--- config.mk ---
export PLATFORM = sky130hd
export DESIGN_NAME = if_fetch_ctrl_flat
export DESIGN_NICKNAME = d
export VERILOG_FILES = /design/src/rtl/if_fetch_ctrl_if.sv /design/src/rtl/if_fetch_ctrl.sv /design/src/flat_wrapper.sv
export SDC_FILE = /design/constraint.sdc
export NUM_CORES = 1
export LEC_CHECK = 0
export BUFFER_PORTS_ARGS = -buffer_cell sky130_fd_sc_hd__buf_2
export CAP_MARGIN = 25
export CORE_MARGIN = 3
export CORE_UTILIZATION = 58
export CTS_CLUSTER_SIZE = 12
export DETAILED_ROUTE_END_ITERATION = 6
export PLACE_DENSITY = 0.86
export SLEW_MARGIN = 10
export SYNTH_ARGS = -nofsm -noshare
export SYNTH_HDL_FRONTEND = slang
export SYNTH_SLANG_ARGS = --single-unit
--- constraint.sdc ---
create_clock -name clk -period 27.7 [get_ports clk]
set_clock_uncertainty 0.05 [all_clocks]
set_input_delay 8.31 -clock clk [delete_from_list [all_inputs] [get_ports clk]]
set_output_delay 8.31 -clock clk [all_outputs]
set_load 0.02 [all_outputs]
--- src/rtl/if_fetch_ctrl_if.sv ---
// Instruction-memory request/acknowledge port: one request outstanding at most.
interface if_fetch_ctrl_if;
    localparam int unsigned ADDR_W = 32;
    localparam int unsigned DATA_W = 32;

    logic              imem_req;
    logic [ADDR_W-1:0] imem_addr;
    logic              imem_ack;
    logic [DATA_W-1:0] imem_rdata;

    modport master (
        output imem_req,
        output imem_addr,
        input  imem_ack,
        input  imem_rdata
    );

    modport slave (
        input  imem_req,
        input  imem_addr,
        output imem_ack,
        output imem_rdata
    );
endinterface

--- src/rtl/if_fetch_ctrl.sv ---
// IF-stage fetch sequencer: PC register, req/ack imem port, one-deep skid and redirects.
// Optional performance counters are enabled with `define FETCH_PERF_CNT_EN.
module if_fetch_ctrl #(
    parameter logic [31:0] RESET_PC = 32'h0000_0000,
    parameter int unsigned CNT_W    = 16
) (
    input  logic             clk,
    input  logic             reset,
    input  logic             stall,
    input  logic             Z,
    input  logic             J,
    input  logic             JR,
    input  logic [31:0]      JumpAddr,
    input  logic [31:0]      JrAddr,
    input  logic [31:0]      BranchAddr,
    if_fetch_ctrl_if.master  imem,
    output logic [31:0]      Instruction_if,
    output logic [31:0]      PC,
    output logic [31:0]      NextPC_if,
    output logic             if_valid,
    output logic             flush_id,
    output logic [CNT_W-1:0] perf_fetch_cnt,
    output logic [CNT_W-1:0] perf_stall_cnt,
    output logic [CNT_W-1:0] perf_flush_cnt
);

    localparam int unsigned XLEN = 32;

    typedef enum logic [1:0] {
        ST_IDLE,
        ST_REQ,
        ST_FULL,
        ST_DISCARD
    } state_t;

    typedef struct packed {
        logic [XLEN-1:0] instr;
        logic [XLEN-1:0] pc;
    } fetch_entry_t;

    state_t          state;
    logic [XLEN-1:0] fetch_pc;
    logic            req_q;
    logic [XLEN-1:0] addr_q;
    fetch_entry_t    skid;

    logic            redirect_c;
    logic [XLEN-1:0] target_c;
    logic            slot_free_c;
    logic            consume_c;
    logic            ack_c;
    logic [XLEN-1:0] addr_plus4_c;

    assign imem.imem_req  = req_q;
    assign imem.imem_addr = addr_q;

    // Redirect priority JR > J > branch.
    assign redirect_c   = JR | J | Z;
    assign target_c     = JR ? JrAddr : (J ? JumpAddr : BranchAddr);
    assign slot_free_c  = !if_valid || !stall;
    assign consume_c    = if_valid && !stall;
    assign ack_c        = imem.imem_ack;
    assign addr_plus4_c = addr_q + XLEN'(4);

    always_ff @(posedge clk or posedge reset) begin
        if (reset) begin
            state          <= ST_IDLE;
            fetch_pc       <= RESET_PC;
            req_q          <= 1'b0;
            addr_q         <= RESET_PC;
            Instruction_if <= '0;
            PC             <= RESET_PC;
            NextPC_if      <= RESET_PC + XLEN'(4);
            if_valid       <= 1'b0;
            flush_id       <= 1'b0;
            skid           <= '0;
        end else begin
            flush_id <= 1'b0;
            if (redirect_c) begin
                // Redirect wins over stall and over any data returning this cycle.
                fetch_pc <= target_c;
                flush_id <= 1'b1;
                if_valid <= 1'b0;
                skid     <= '0;
                case (state)
                    ST_REQ: begin
                        if (ack_c) addr_q <= target_c;
                        else       state  <= ST_DISCARD;
                    end
                    ST_DISCARD: begin
                        if (ack_c) begin
                            state  <= ST_REQ;
                            addr_q <= target_c;
                        end
                    end
                    default: begin
                        state  <= ST_REQ;
                        req_q  <= 1'b1;
                        addr_q <= target_c;
                    end
                endcase
            end else begin
                case (state)
                    ST_IDLE: begin
                        state  <= ST_REQ;
                        req_q  <= 1'b1;
                        addr_q <= fetch_pc;
                        if (consume_c) if_valid <= 1'b0;
                    end
                    ST_REQ: begin
                        if (ack_c) begin
                            fetch_pc <= addr_plus4_c;
                            addr_q   <= addr_plus4_c;
                            if (slot_free_c) begin
                                Instruction_if <= imem.imem_rdata;
                                PC             <= addr_q;
                                NextPC_if      <= addr_plus4_c;
                                if_valid       <= 1'b1;
                            end else begin
                                // ID is holding the slot: park the word and pause requests.
                                skid.instr <= imem.imem_rdata;
                                skid.pc    <= addr_q;
                                state      <= ST_FULL;
                                req_q      <= 1'b0;
                            end
                        end else if (consume_c) begin
                            if_valid <= 1'b0;
                        end
                    end
                    ST_FULL: begin
                        if (!stall) begin
                            Instruction_if <= skid.instr;
                            PC             <= skid.pc;
                            NextPC_if      <= skid.pc + XLEN'(4);
                            skid           <= '0;
                            state          <= ST_REQ;
                            req_q          <= 1'b1;
                            addr_q         <= fetch_pc;
                        end
                    end
                    ST_DISCARD: begin
                        // Abandoned request completes; its data is dropped.
                        if (ack_c) begin
                            state  <= ST_REQ;
                            addr_q <= fetch_pc;
                        end
                    end
                    default: state <= ST_IDLE;
                endcase
            end
        end
    end

`ifdef FETCH_PERF_CNT_EN
    logic fetch_inc_c;
    logic stall_inc_c;

    assign fetch_inc_c = (state == ST_REQ) && ack_c && !redirect_c;
    assign stall_inc_c = if_valid && stall;

    // Saturating event counters.
    always_ff @(posedge clk or posedge reset) begin
        if (reset) begin
            perf_fetch_cnt <= '0;
            perf_stall_cnt <= '0;
            perf_flush_cnt <= '0;
        end else begin
            if (fetch_inc_c && (perf_fetch_cnt != '1))
                perf_fetch_cnt <= perf_fetch_cnt + CNT_W'(1);
            if (stall_inc_c && (perf_stall_cnt != '1))
                perf_stall_cnt <= perf_stall_cnt + CNT_W'(1);
            if (redirect_c && (perf_flush_cnt != '1))
                perf_flush_cnt <= perf_flush_cnt + CNT_W'(1);
        end
    end
`else
    assign perf_fetch_cnt = '0;
    assign perf_stall_cnt = '0;
    assign perf_flush_cnt = '0;
`endif

endmodule

--- src/flat_wrapper.sv ---
// flat-port wrapper written by rule: the top's interface ports become plain ports
module if_fetch_ctrl_flat 
#(
    parameter logic [31:0] RESET_PC = 32'h0000_0000,
    parameter int unsigned CNT_W    = 16
)
  (clk, reset, stall, Z, J, JR, JumpAddr, JrAddr, BranchAddr, Instruction_if, PC, NextPC_if, if_valid, flush_id, perf_fetch_cnt, perf_stall_cnt, perf_flush_cnt, imem_imem_req, imem_imem_addr, imem_imem_ack, imem_imem_rdata);
  if_fetch_ctrl_if imem_i ();
  input  logic clk;
  input  logic reset;
  input  logic stall;
  input  logic Z;
  input  logic J;
  input  logic JR;
  input  logic [31:0] JumpAddr;
  input  logic [31:0] JrAddr;
  input  logic [31:0] BranchAddr;
  output logic [31:0] Instruction_if;
  output logic [31:0] PC;
  output logic [31:0] NextPC_if;
  output logic if_valid;
  output logic flush_id;
  output logic [CNT_W-1:0] perf_fetch_cnt;
  output logic [CNT_W-1:0] perf_stall_cnt;
  output logic [CNT_W-1:0] perf_flush_cnt;
  output wire logic [$bits(imem_i.imem_req)-1:0] imem_imem_req;
  output wire logic [$bits(imem_i.imem_addr)-1:0] imem_imem_addr;
  input wire logic [$bits(imem_i.imem_ack)-1:0] imem_imem_ack;
  input wire logic [$bits(imem_i.imem_rdata)-1:0] imem_imem_rdata;
  assign imem_imem_req = imem_i.imem_req;
  assign imem_imem_addr = imem_i.imem_addr;
  assign imem_i.imem_ack = imem_imem_ack;
  assign imem_i.imem_rdata = imem_imem_rdata;
  if_fetch_ctrl #(.RESET_PC(RESET_PC), .CNT_W(CNT_W)) u_core (.clk(clk), .reset(reset), .stall(stall), .Z(Z), .J(J), .JR(JR), .JumpAddr(JumpAddr), .JrAddr(JrAddr), .BranchAddr(BranchAddr), .imem(imem_i), .Instruction_if(Instruction_if), .PC(PC), .NextPC_if(NextPC_if), .if_valid(if_valid), .flush_id(flush_id), .perf_fetch_cnt(perf_fetch_cnt), .perf_stall_cnt(perf_stall_cnt), .perf_flush_cnt(perf_flush_cnt));
endmodule
Word level (Yosys, flattened, before mapping). Index checks and enable logic that the tools add are counted.

Register bits: 229. Input port bits: 135. Output and inout bits: 179. Logic and storage cells: 97.

Add/sub/neg operators: 2. Equality and inequality tests: 14. Muxes and demuxes: 48. Bitwise logic cells: 3. Reductions and logical operators: 19.

Operators with widths (number): 32-bit two-way mux (19); 64-bit two-way mux (4); 32-bit one-hot mux with 2 select lines (3); 32-bit one-hot mux with 4 select lines (1); 64-bit one-hot mux with 2 select lines (1); 32-bit by 3-bit adder with 32-bit output (second input constant) (2); 2-bit two-way mux (6); 3-bit by 2-bit inequality test with 1-bit output (second input constant) (4); 4-bit AND reduction (3); 1-bit two-way mux (10); 5-bit AND reduction (2); 2-bit one-hot mux with 4 select lines (1); 2-bit inequality test (second input constant) (3); 3-bit inequality test (second input constant) (2); 2-bit nonzero test (3); 3-bit nonzero test (2); 2-bit == test (second input constant) (2); 4-bit by 2-bit inequality test with 1-bit output (second input constant) (1); 2-bit one-hot mux with 2 select lines (1); 2-bit AND reduction (2); 4-bit nonzero test (1); 1-bit one-hot mux with 3 select lines (1); 2-bit by 1-bit == test with 1-bit output (second input constant) (1); 1-bit logical NOT (2); 8 further kinds (9).

Depth between registers and ports, before layout. Gate-level depths: netlist of run 1.

Depth in word-level cells: 6. Mapped depth: 10. Gate-level depth less buffers: 7.

Least setup slack after synthesis of run 1. OpenSTA, ideal clock, no wires.

Path type: in2reg. Start: input port JR. End: register u_core.skid[36] (netlist name). Data arrival time: 9948 ps. Required time: 27584 ps. Path slack: 17636 ps. Cell stages on the path: 8. Path buffers: 3. Path through: clkbuf_1 -> nor3_1 -> inv_2 -> a221oi_1 -> and2_1 -> buf_2 -> buf_2 -> a22o_1.

Longest elaborated chain between the ends: 4. Elaborated cells on any way between the ends: 8. Classes of those cells: 3 x eq/ne; 1 x mux; 2 x bitwise; 2 x reduce/logical.

RTL lines: start, declared (line flat_wrapper.sv:14) `input logic JR;`; 1-bit bitwise OR * (2 in series) (line if_fetch_ctrl.sv:58) `assign redirect_c = JR | J | Z;`; 3-bit by 2-bit inequality test with 1-bit output (no source line) / 3-bit nonzero test (equally long branches); 4-bit AND reduction (no source line); end, declared (line if_fetch_ctrl.sv:45) `fetch_entry_t skid;`.

Mark *: on every way between the ends. The rest lies on a longest branch, timed or not. A chain may end at the register's enable or synchronous reset.

Worst setup path after layout of run 1.
Start: input port JR. End: register u_core.skid[50] (netlist name).

Same word-level chain as after synthesis.

==> metrics, run 1 <==
outcome=complete, no violations; largest net degree at the start of global routing=around 130; Rel. slew slack=34.0%; worst path cell trace=buf_2 -> nor3_2 -> buf_4 -> inv_2 -> buf_4 -> a221oi_1 -> and2_1 -> buf_6 -> a22o_1; Internal=785 µW; Post-synth EDFFs=0; GRT overflow=0; initial antenna violation count=1; Placed Area=13700 µm²; power density cells=94.0 nW/µm²; asr flop ratio synth=100%; P_sw=about 580 µW; Top FF cell, synth=dfrtp_1; first-pass GRT wire length=roughly 60000 µm; drt wl/cell=19.7 µm; Crit path top cell by count=buf_4; all-layer global routing usage=31.1%; FMAX=89.0 MHz; CORE AREA=21200 µm²; placer congestion estimate=0.967; number of global-route vias before repair=11100; Final Max Tran Viols=0; Synth top area share=a little under half; clk root buf=clkbuf_16; initial DRC count=approximately 1500; Synth top cells by count=dfrtp_1, nand2_1, o21ai_0, a21oi_1, clkbuf_1; sequential area share after synthesis=roughly 45%; final worst-path cycle share=40.5%; diodes inserted=0; CP max-delay cell=a221oi_1; TritonCTS clock tree=done; htree depth=1; top cells by area, synth=dfrtp_1, o21ai_0, nand2_1; # IOs=between 300 and 400; Finished Cell Area=between 10000 and 15000 µm²; clk sinks=227; DIE WIDTH=153 µm; Cell Area, Synth=12500 µm²; slew of the pin with the lowest slew margin=0.981 ns; startpoint types=input pin; die area=between 20000 and 25000 µm²; Worst-path clk slew=0.06 ns; Die Ht=153 µm; TNS Setup=0 ns; MaxCap Viol Count=0; switching part of the total=42.7%; CP endpoint kind=register; CP arrival=11.65 ns; Seq. cell area=5680 µm²; clock latency on the worst-skew pair=0.53 ns; via/cell ratio=between 6 and 7; Comb pwr share=about 37%; minimum clock period after layout=about 11 ns; multi-input logic area=6160 µm²; Port Buffers=265; most common cell in the synthesized netlist=dfrtp_1; Antenna Nets Post-Route=0; # rows=53; Synth-to-Final Area Change=16.3%; Worst VDD drop=40.7 µV; DRC viols=0; Resized Gates After CTS=0; Syn Area/Cell=8.65 µm²; fraction of layout cells with a size suffix above 1=20.9%; # setup viols final=0; critical path type=input pin to register; filler instances=1655; CP required=28.12 ns; sequential share of power=39.2%; unrepaired setup endpoints after global routing=false; cells after synthesis=1449; Synth cell types=57; Synth area leader=dfrtp_1; final wirelength=37900 µm; Clock Power Share=23.6%; via count=approximately 12000; Starting Density=around 60%; HP Class=register to register; TritonCTS Buffers=25; Post-CTS Setup Inserts=0; yosys warns=0; Final HPWL DP=26300 µm; LEAKAGE=6.64 nW; DRT Pass-1 Iters=5; final hold violations=0; crit-path max cell delay=0.71 ns; crit path max fanout=64; post-synthesis register bit count=227; hold_buf cts=0; Final Net Count=1774; clk buf depth=3
==> registers in the layout, summed over array words and instances, names as in the netlist <==
register / cells
u_core.PC: 32
u_core.NextPC_if: 30
u_core.flush_id: 1
u_core.imem.imem_req: 1
u_core.fetch_pc: 32
u_core.Instruction_if: 32
u_core.if_valid: 1
u_core.imem.imem_addr: 32
u_core.state: 2
u_core.skid: 64
==> power groups by stage <==
stage	Clock, mW	Combinational, mW	Sequential (mW)
final	0.323	0.510	0.537
after global routing	0.339	0.553	0.547
after CTS	0.326	0.504	0.532
after detailed placement	0	0.502	0.537
after global placement	0	0.487	0.533
after floorplan	0	0.252	0.593
==> layout by cell type (no fill, tap or decap), types with 7 or more instances in the layout <==
| master | instances |
|---|---|
| nor4_1 | 16 |
| a22oi_1 | 30 |
| inv_1 | 12 |
| o2bb2ai_1 | 8 |
| nand2_1 | 211 |
| dfrtp_1 | 226 |
| conb_1 | 48 |
| o211ai_1 | 8 |
| a31oi_1 | 15 |
| clkbuf_16 | 25 |
| a22o_1 | 34 |
| xor2_1 | 13 |
| o21a_1 | 7 |
| o31ai_1 | 19 |
| or4_1 | 7 |
| buf_4 | 13 |
| nor2b_1 | 29 |
| nand4_1 | 18 |
| or3_1 | 7 |
| nor3_1 | 31 |
| and3_1 | 12 |
| and4_1 | 7 |
| nor2_1 | 72 |
| xnor2_1 | 14 |
| a221oi_1 | 9 |
| and2_1 | 7 |
| buf_2 | 265 |
| o21ai_0 | 174 |
| a21oi_1 | 115 |
| mux2i_1 | 49 |
| nand3_1 | 54 |
==> through the flow <==
step | instances | util, % | worst slack, ns | power, mW | hold WS [ns]
2_1_floorplan | 1496 | - | 13.12 | 0.844 | 0.389
5_1_grt | 1922 | 68.8 | 16.23 | 1.44 | 0.447
6_report | 1922 | 68.8 | 16.47 | 1.37 | 0.423
3_5_place_dp | 1875 | 64.7 | 16.00 | 1.04 | 0.410
3_3_place_gp | 1874 | 64.6 | 16.16 | 1.02 | 0.401
4_1_cts | 1917 | 68.4 | 16.50 | 1.36 | 0.428
==> cells by family after synthesis <==
group | synth area share, %
xor gates and xnor gates | 1.89
and+or+nand+nor | 18.1
buffers and inverters | 7.27
other | 0.0299
muxes | 4.18
adders and majority gates | 0.699
DFF | 45.4
AOI/OAI and AO/OA | 22.4
==> layer usage <==
metal / track usage, % / share of wire, %
met1: 42.9 / 39
met2: 49.3 / 46
met3: 6.88 / 11
met4: 10.3 / 3.1
met5: 0 / 0.034
==> critical path: cells and delay by family <==
family                 cells  cell delay [ns]
AO/OA/AOI/OAI              2             0.87
buffers and inverters      5             1.47
AND/OR/NAND/NOR            2             0.93
==> cell type report <==
cell class | instances | share of cell area [%]
Multi-Input combinational cell | 1080 | 42.3
Sequential cell | 227 | 39.0
Clock buffer | 36 | 4.99
Inverter | 14 | 0.412
Tap cell | 275 | 2.36
Clock inverter | 6 | 0.430
Timing Repair Buffer | 284 | 10.5
==> final timing paths <==
| path | slack [ns] | endpoint | depth (start not counted) | startpoint |
|---|---|---|---|---|
| setup / recovery | 16.47 | u_core.skid[50] | 9 | JR |
| max in group asynchronous | 17.75 | u_core.imem.imem_addr[23] | 5 | reset |
| hold reg to reg | 0.42 | u_core.PC[23] | 2 | u_core.PC[23] |
| hold / removal | 0.42 | u_core.PC[23] | 2 | u_core.PC[23] |
| min in group asynchronous | 7.78 | u_core.Instruction_if[5] | 2 | reset |
| setup reg to reg | 23.94 | u_core.NextPC_if[30] | 9 | u_core.state[0] |
No activity file was read; power rests on OpenSTA's default activity.
==> run 2, diff against run 1 <==
--- a/config.mk
+++ b/config.mk
@@ -5,13 +5,14 @@
 export SDC_FILE = /design/constraint.sdc
 export NUM_CORES = 1
 export LEC_CHECK = 0
+export ABC_AREA = 1
 export BUFFER_PORTS_ARGS = -buffer_cell sky130_fd_sc_hd__buf_2
 export CAP_MARGIN = 25
 export CORE_MARGIN = 3
-export CORE_UTILIZATION = 58
+export CORE_UTILIZATION = 49
 export CTS_CLUSTER_SIZE = 12
 export DETAILED_ROUTE_END_ITERATION = 6
-export PLACE_DENSITY = 0.86
+export PLACE_DENSITY = 0.77
 export SLEW_MARGIN = 10
 export SYNTH_ARGS = -nofsm -noshare
 export SYNTH_HDL_FRONTEND = slang
==> constraint.sdc (replaced) <==
create_clock -name clk -period 10.22 [get_ports clk]
set_clock_uncertainty 0.05 [all_clocks]
set_input_delay 3.066 -clock clk [delete_from_list [all_inputs] [get_ports clk]]
set_output_delay 3.066 -clock clk [all_outputs]
set_load 0.02 [all_outputs]
==> metrics, run 2 <==
CP arrival=6.50 ns (-5.15 ns); most common cell after layout, fill and taps aside=nand2_1; final setup margin=4.10 ns (-12.37 ns); final wirelength=40000 µm (+5.7%); clk buf depth=3 (unchanged); Synth cell types=43 (-25%); non-filler cells, final=2301 (+20%); Die Ht=169 µm (+11%); final hold violations=0 (unchanged); # setup viols final=0 (unchanged); unrepaired setup endpoints after global routing=false; Resized Gates After CTS=0 (unchanged); CP endpoint kind=register; first-pass GRT wire length=62400 µm (+4.5%); clk sinks=227 (unchanged); GRT met1 Usage=38.8% (-4.1 points); yosys warns=0 (unchanged); final worst-path cycle share=59.9%; worst path cell trace=buf_2 -> inv_4 -> nand2_4 -> clkinv_2 -> nand3_1 -> nand2_1 -> inv_2 -> o211ai_1 -> a21oi_1 -> nor2_1; CP max-delay cell=nand2_4; grt met3 use=4.36% (-2.5 points); top cells by area, synth=dfrtp_1, nand2_1, nor2_1; Syn Area/Cell=7.43 µm² (-14%); Post-synth EDFFs=0 (unchanged); Synth-to-Final Area Change=15.5%; asr flop ratio synth=100% (unchanged); most frequent cells in the layout=nand2_1, buf_2, dfrtp_1; TNS Setup=0 ns (unchanged); Placed Area=14100 µm² (+3.4%); Finished Cell Area=15100 µm² (+3.4%); all-layer global routing usage=26.8% (-4.3 points); startpoint types=input pin; Top FF cell, synth=dfrtp_1; Placed Cells=2253 (+20%); LEAKAGE=7.11 nW (+7.1%); clock latency on the worst-skew pair=0.55 ns (+0.02 ns); Port Buffers=265 (unchanged); Rel. slew slack=32.3% (-1.7 points); Starting Density=49.9% (-9.3 points); Worst-path clk slew=0.06 ns (about the same); GRT overflow=0 (unchanged); CP required=10.60 ns (-17.52 ns); Worst Setup Slack post-DPL=3.26 ns (-12.75 ns); htree depth=1 (unchanged); sequential area share after synthesis=43.6% (-1.8 points); via/cell ratio=5.46 (-12%); initial antenna violation count=0 (-1); most common cell in the synthesized netlist=nand2_1; Hold Slack=0.426 ns (+0.00221 ns); HP Class=register to register; DRT Pass-1 Iters=6 (+1); # rows=59 (+11%); # IOs=314 (unchanged); Final Max Tran Viols=0 (unchanged); Synth area leader=dfrtp_1; largest net degree at the start of global routing=114 (-12%); Synth top area share=43.4% (-1.8 points); MaxCap Viol Count=0 (unchanged); crit-path max cell delay=0.71 ns (about the same); critical path type=input pin to register; Antenna Nets Post-Route=0 (unchanged); fraction of layout cells with a size suffix above 1=18.3% (-2.6 points); slew of the pin with the lowest slew margin=1.01 ns (+0.0344 ns); Final Net Count=2090 (+18%); Largest register FFs=64 (unchanged); CP top delay family=buffers and inverters; clk root buf=clkbuf_16; FMAX=roughly 160 MHz; filler instances=2463 (+49%); hold_buf cts=0 (unchanged); TritonCTS clock tree=done; post-synthesis register bit count=227 (unchanged); Post-CTS Setup Inserts=0 (unchanged); initial DRC count=1254 (-19%); minimum clock period after layout=6.12 ns; drt wl/cell=17.4 µm (-12%); DIE WIDTH=169 µm (+11%); outcome=complete, no violations; met2 GRT Util=42.8% (-6.5 points); CORE AREA=26100 µm² (+24%); die area=28600 µm² (+22%); cells after synthesis=1756 (+21%); placer congestion estimate=0.946 (-2.2%); Cell Area, Synth=13000 µm² (+4.1%); power density cells=261 nW/µm² (+180%); diodes inserted=0 (unchanged); most flop-heavy register=u_core.skid; crit path max fanout=78 (+22%); global routing's busiest layer=met2; final design utilization=57.6% (-11 points); DRC viols=0 (unchanged); Synth top cells by count=nand2_1, dfrtp_1, nor2_1, nand3_1, a31oi_1; number of global-route vias before repair=11400 (+2.7%); Critical path buffers and inverters=4 (-1); TritonCTS Buffers=26 (+4.0%); overall power=3.93 mW (+190%); via count=12600 (+5.8%); Final HPWL DP=28400 µm (+8.0%); Worst VDD drop=127 µV (+210%)
[run 2: cell count changes after synthesis, moves of 32 or more]
cell	previous run	this run
clkbuf_1	103	44
nor2_1	73	201
a22o_1	34	0
buf_2	9	46
a31oi_1	15	76
o21ai_0	174	46
inv_1	13	68
nand2_1	212	580
nand3_1	54	137
mux2i_1	49	0
nor3_1	32	0
a21oi_1	116	60
[run 2: final timing paths]
| path | start | to | slack, ns | cells past startpoint |
|---|---|---|---|---|
| max | J | u_core.imem.imem_addr[10] | 4.10 | 10 |
| min in group asynchronous | reset | u_core.fetch_pc[0] | 2.64 | 2 |
| max in group asynchronous | reset | u_core.Instruction_if[28] | 6.14 | 3 |
| max reg2reg | u_core.state[1] | u_core.PC[2] | 6.94 | 9 |
| min reg2reg | u_core.NextPC_if[20] | u_core.NextPC_if[20] | 0.43 | 2 |
| min | u_core.NextPC_if[20] | u_core.NextPC_if[20] | 0.43 | 2 |
[run 2: worst min-delay path: cells and delay by family, from the launching register on]
family | cells | cell delay, ns
flops | 1 | 0.34
simple gates | 2 | 0.10
[run 2: cell families (layout without fill, tap and decap cells)]
group,Yosys count,in the layout,synth area share (%)
xor gates and xnor gates,18,18,1.32
adders and majority gates,7,7,0.671
other,1,48,0.0287
DFF,227,227,43.6
and+or+nand+nor,983,983,31.6
AOI/OAI and AO/OA,285,285,13.4
buffers and inverters,235,398,9.39
[run 2: per-layer routing]
metal | up-vias | routed length, µm
met5 | - | 0
li1 | 6119 | -
met2 | 539 | 18400
met3 | 58 | 3170
met1 | 5849 | 17600
met4 | 0 | 799
[run 2: where the power goes]
part	switching, mW	total (mW)	internal [mW]
logic	1.03	1.51	0.476
registers	0.307	1.48	1.18
clock network	0.380	0.933	0.552
total	1.72	3.93	2.21
[run 2: area by class of cell]
| class | count | area, µm² | area share, % |
|---|---|---|---|
| well taps | 335 | 419 | 2.78 |
| clock inverters | 8 | 98.8 | 0.656 |
| multi-input cells | 1341 | 6330 | 42.0 |
| inverters | 75 | 297 | 1.97 |
| flip-flops and latches | 227 | 5680 | 37.7 |
| clock buffers | 38 | 776 | 5.15 |
| repair buffers | 277 | 1460 | 9.72 |
==> run 3, diff against run 2 <==
--- a/config.mk
+++ b/config.mk
@@ -9,10 +9,10 @@
 export BUFFER_PORTS_ARGS = -buffer_cell sky130_fd_sc_hd__buf_2
 export CAP_MARGIN = 25
 export CORE_MARGIN = 3
-export CORE_UTILIZATION = 49
+export CORE_UTILIZATION = 55
 export CTS_CLUSTER_SIZE = 12
 export DETAILED_ROUTE_END_ITERATION = 6
-export PLACE_DENSITY = 0.77
+export PLACE_DENSITY = 0.82
 export SLEW_MARGIN = 10
 export SYNTH_ARGS = -nofsm -noshare
 export SYNTH_HDL_FRONTEND = slang
==> constraint.sdc (replaced) <==
create_clock -name clk -period 5.9 [get_ports clk]
set_clock_uncertainty 0.05 [all_clocks]
set_input_delay 1.77 -clock clk [delete_from_list [all_inputs] [get_ports clk]]
set_output_delay 1.77 -clock clk [all_outputs]
set_load 0.02 [all_outputs]
==> metrics, run 3 (synthesized netlist as in run 2, its figures left out) <==
power density cells=447 nW/µm² (+72%); Post-CTS Setup Inserts=0 (unchanged); hold_buf cts=0 (unchanged); first-pass GRT wire length=61900 µm (-0.95%); CP arrival=4.82 ns (-1.68 ns); clk sinks=227 (unchanged); Final HPWL DP=28200 µm (-0.46%); R2R setup slack=2.66 ns (-4.28 ns); Antenna Nets Post-Route=0 (unchanged); Worst Setup Slack post-DPL=0.985 ns (-2.27 ns); clock latency on the worst-skew pair=0.53 ns (-0.02 ns); TNS Setup=0 ns (unchanged); # rows=55 (-6.8%); all-layer global routing usage=29.3% (+2.5 points); met2 GRT Util=46.5% (+3.7 points); worst path cell trace=buf_2 -> inv_4 -> nand2_4 -> nor3_2 -> nand2_2 -> inv_4 -> buf_4 -> nor2_1 -> a31oi_1; Largest register FFs=64 (unchanged); FF-to-FF End=u_core.Instruction_if[2]; via count=12800 (+1.9%); Reg-to-Reg Start=u_core.state[0]; critical path type=input pin to register; LEAKAGE=7.10 nW (-0.22%); initial antenna violation count=0 (unchanged); Crit path top cell by count=inv_4; CP endpoint kind=register; Hold Startpoint=u_core.NextPC_if[2]; DIE WIDTH=160 µm (-5.4%); overall power=6.70 mW (+71%); minimum clock period after layout=approximately 4.4 ns; Die Ht=160 µm (-5.4%); via/cell ratio=5.62 (+2.8%); Worst VDD drop=209 µV (+65%); GRT overflow=0 (unchanged); largest net degree at the start of global routing=153 (+34%); initial DRC count=1558 (+24%); fraction of layout cells with a size suffix above 1=18.3% (about the same); filler instances=2056 (-17%); CP max-delay cell=buf_4; global routing's busiest layer=met2; Resized Gates After CTS=0 (unchanged); crit-path max cell delay=0.50 ns (-0.21 ns); final wirelength=39100 µm (-2.3%); die area=25600 µm² (-11%); final worst-path cycle share=between 70 and 80%; Rel. slew slack=36.1% (+3.7 points); FMAX=226 MHz; Synth-to-Final Area Change=14.8%; CORE AREA=23000 µm² (-12%); HP Class=register to register; most flop-heavy register=u_core.skid; TritonCTS Buffers=25 (-3.8%); placer congestion estimate=0.967 (+2.2%); drt wl/cell=17.1 µm (-1.4%); Critical path buffers and inverters=4 (unchanged); startpoint types=input pin; clk buf depth=3 (unchanged); most common cell after layout, fill and taps aside=nand2_1; final setup margin=1.47 ns (-2.63 ns); Worst-path clk slew=0.06 ns (about the same); MaxCap Viol Count=0 (unchanged); Final Net Count=2094 (+0.19%); # setup viols final=0 (unchanged); CP required=6.28 ns (-4.32 ns); Starting Density=56.8% (+6.8 points); Final Max Tran Viols=0 (unchanged); unrepaired setup endpoints after global routing=false; slew of the pin with the lowest slew margin=0.958 ns (-0.0571 ns); DRT Pass-1 Iters=6 (unchanged); clk root buf=clkbuf_16; R2R depth=9 (unchanged); diodes inserted=0 (unchanged); most frequent cells in the layout=nand2_1, buf_2, dfrtp_1; TritonCTS clock tree=done; # IOs=314 (unchanged); crit path max fanout=50 (-36%); final hold violations=0 (unchanged); htree depth=1 (unchanged); number of global-route vias before repair=11800 (+3.0%); Port Buffers=265 (unchanged); GRT met1 Usage=41.8% (+2.9 points); DRC viols=0 (unchanged); Hold Path Depth=2 (unchanged); outcome=complete, no violations; worst hold endpoint=u_core.NextPC_if[2]; CP top delay family=buffers and inverters; grt met3 use=4.28% (-0.076 points)
==> run 3: tightest hold or removal path: cells and delay by family, from the launching register on <==
kind             cells  cell delay, ns
and+or+nand+nor      2            0.11
DFF                  1            0.37
==> run 3: worst max path at each step <==
stage               startpoint                        end  slack, ns  cells past startpoint
floorplan                reset   u_core.Instruction_if[0]       1.11                      1
global placement             J  u_core.Instruction_if[16]       1.12                      9
detailed placement           J   u_core.Instruction_if[2]       0.99                      9
CTS                          J  u_core.Instruction_if[17]       1.51                      9
global route                 J   u_core.Instruction_if[2]       1.19                      9
finish                       J   u_core.Instruction_if[2]       1.47                      9
==> run 3: final cells by class <==
cell class	count	area, µm²	area share, %
inverter	75	292	1.95
multi-input combinational	1341	6330	42.2
clock inverter	7	70.1	0.468
sequential	227	5680	37.9
clock buffer	35	713	4.76
tap	313	392	2.61
timing repair buffer	282	1510	10.1
==> run 3: where the power goes <==
group          leakage [nW]  switching, mW  internal, mW  total, mW
clock network         0.385          0.622         0.881       1.50
registers              2.76          0.532          2.04       2.57
logic                  3.96           1.80         0.827       2.63
==> run 3: per-stage QoR <==
step / hold slack, ns / cell area (µm²) / utilization (%) / cells
after floorplan: 0.399 / 13200 / - / 1803
after global placement: 0.407 / 14100 / 61.5 / 2235
after detailed placement: 0.415 / 14200 / 61.6 / 2237
after CTS: 0.425 / 15000 / 65.1 / 2279
after global routing: 0.440 / 15000 / 65.2 / 2280
final: 0.421 / 15000 / 65.2 / 2280
==> run 3: routing by layer <==
layer | up-vias | routed length [µm]
li1 | 6112 | -
met1 | 5942 | 16500
met2 | 667 | 17800
met3 | 82 | 3500
met4 | 0 | 1260
met5 | - | 0
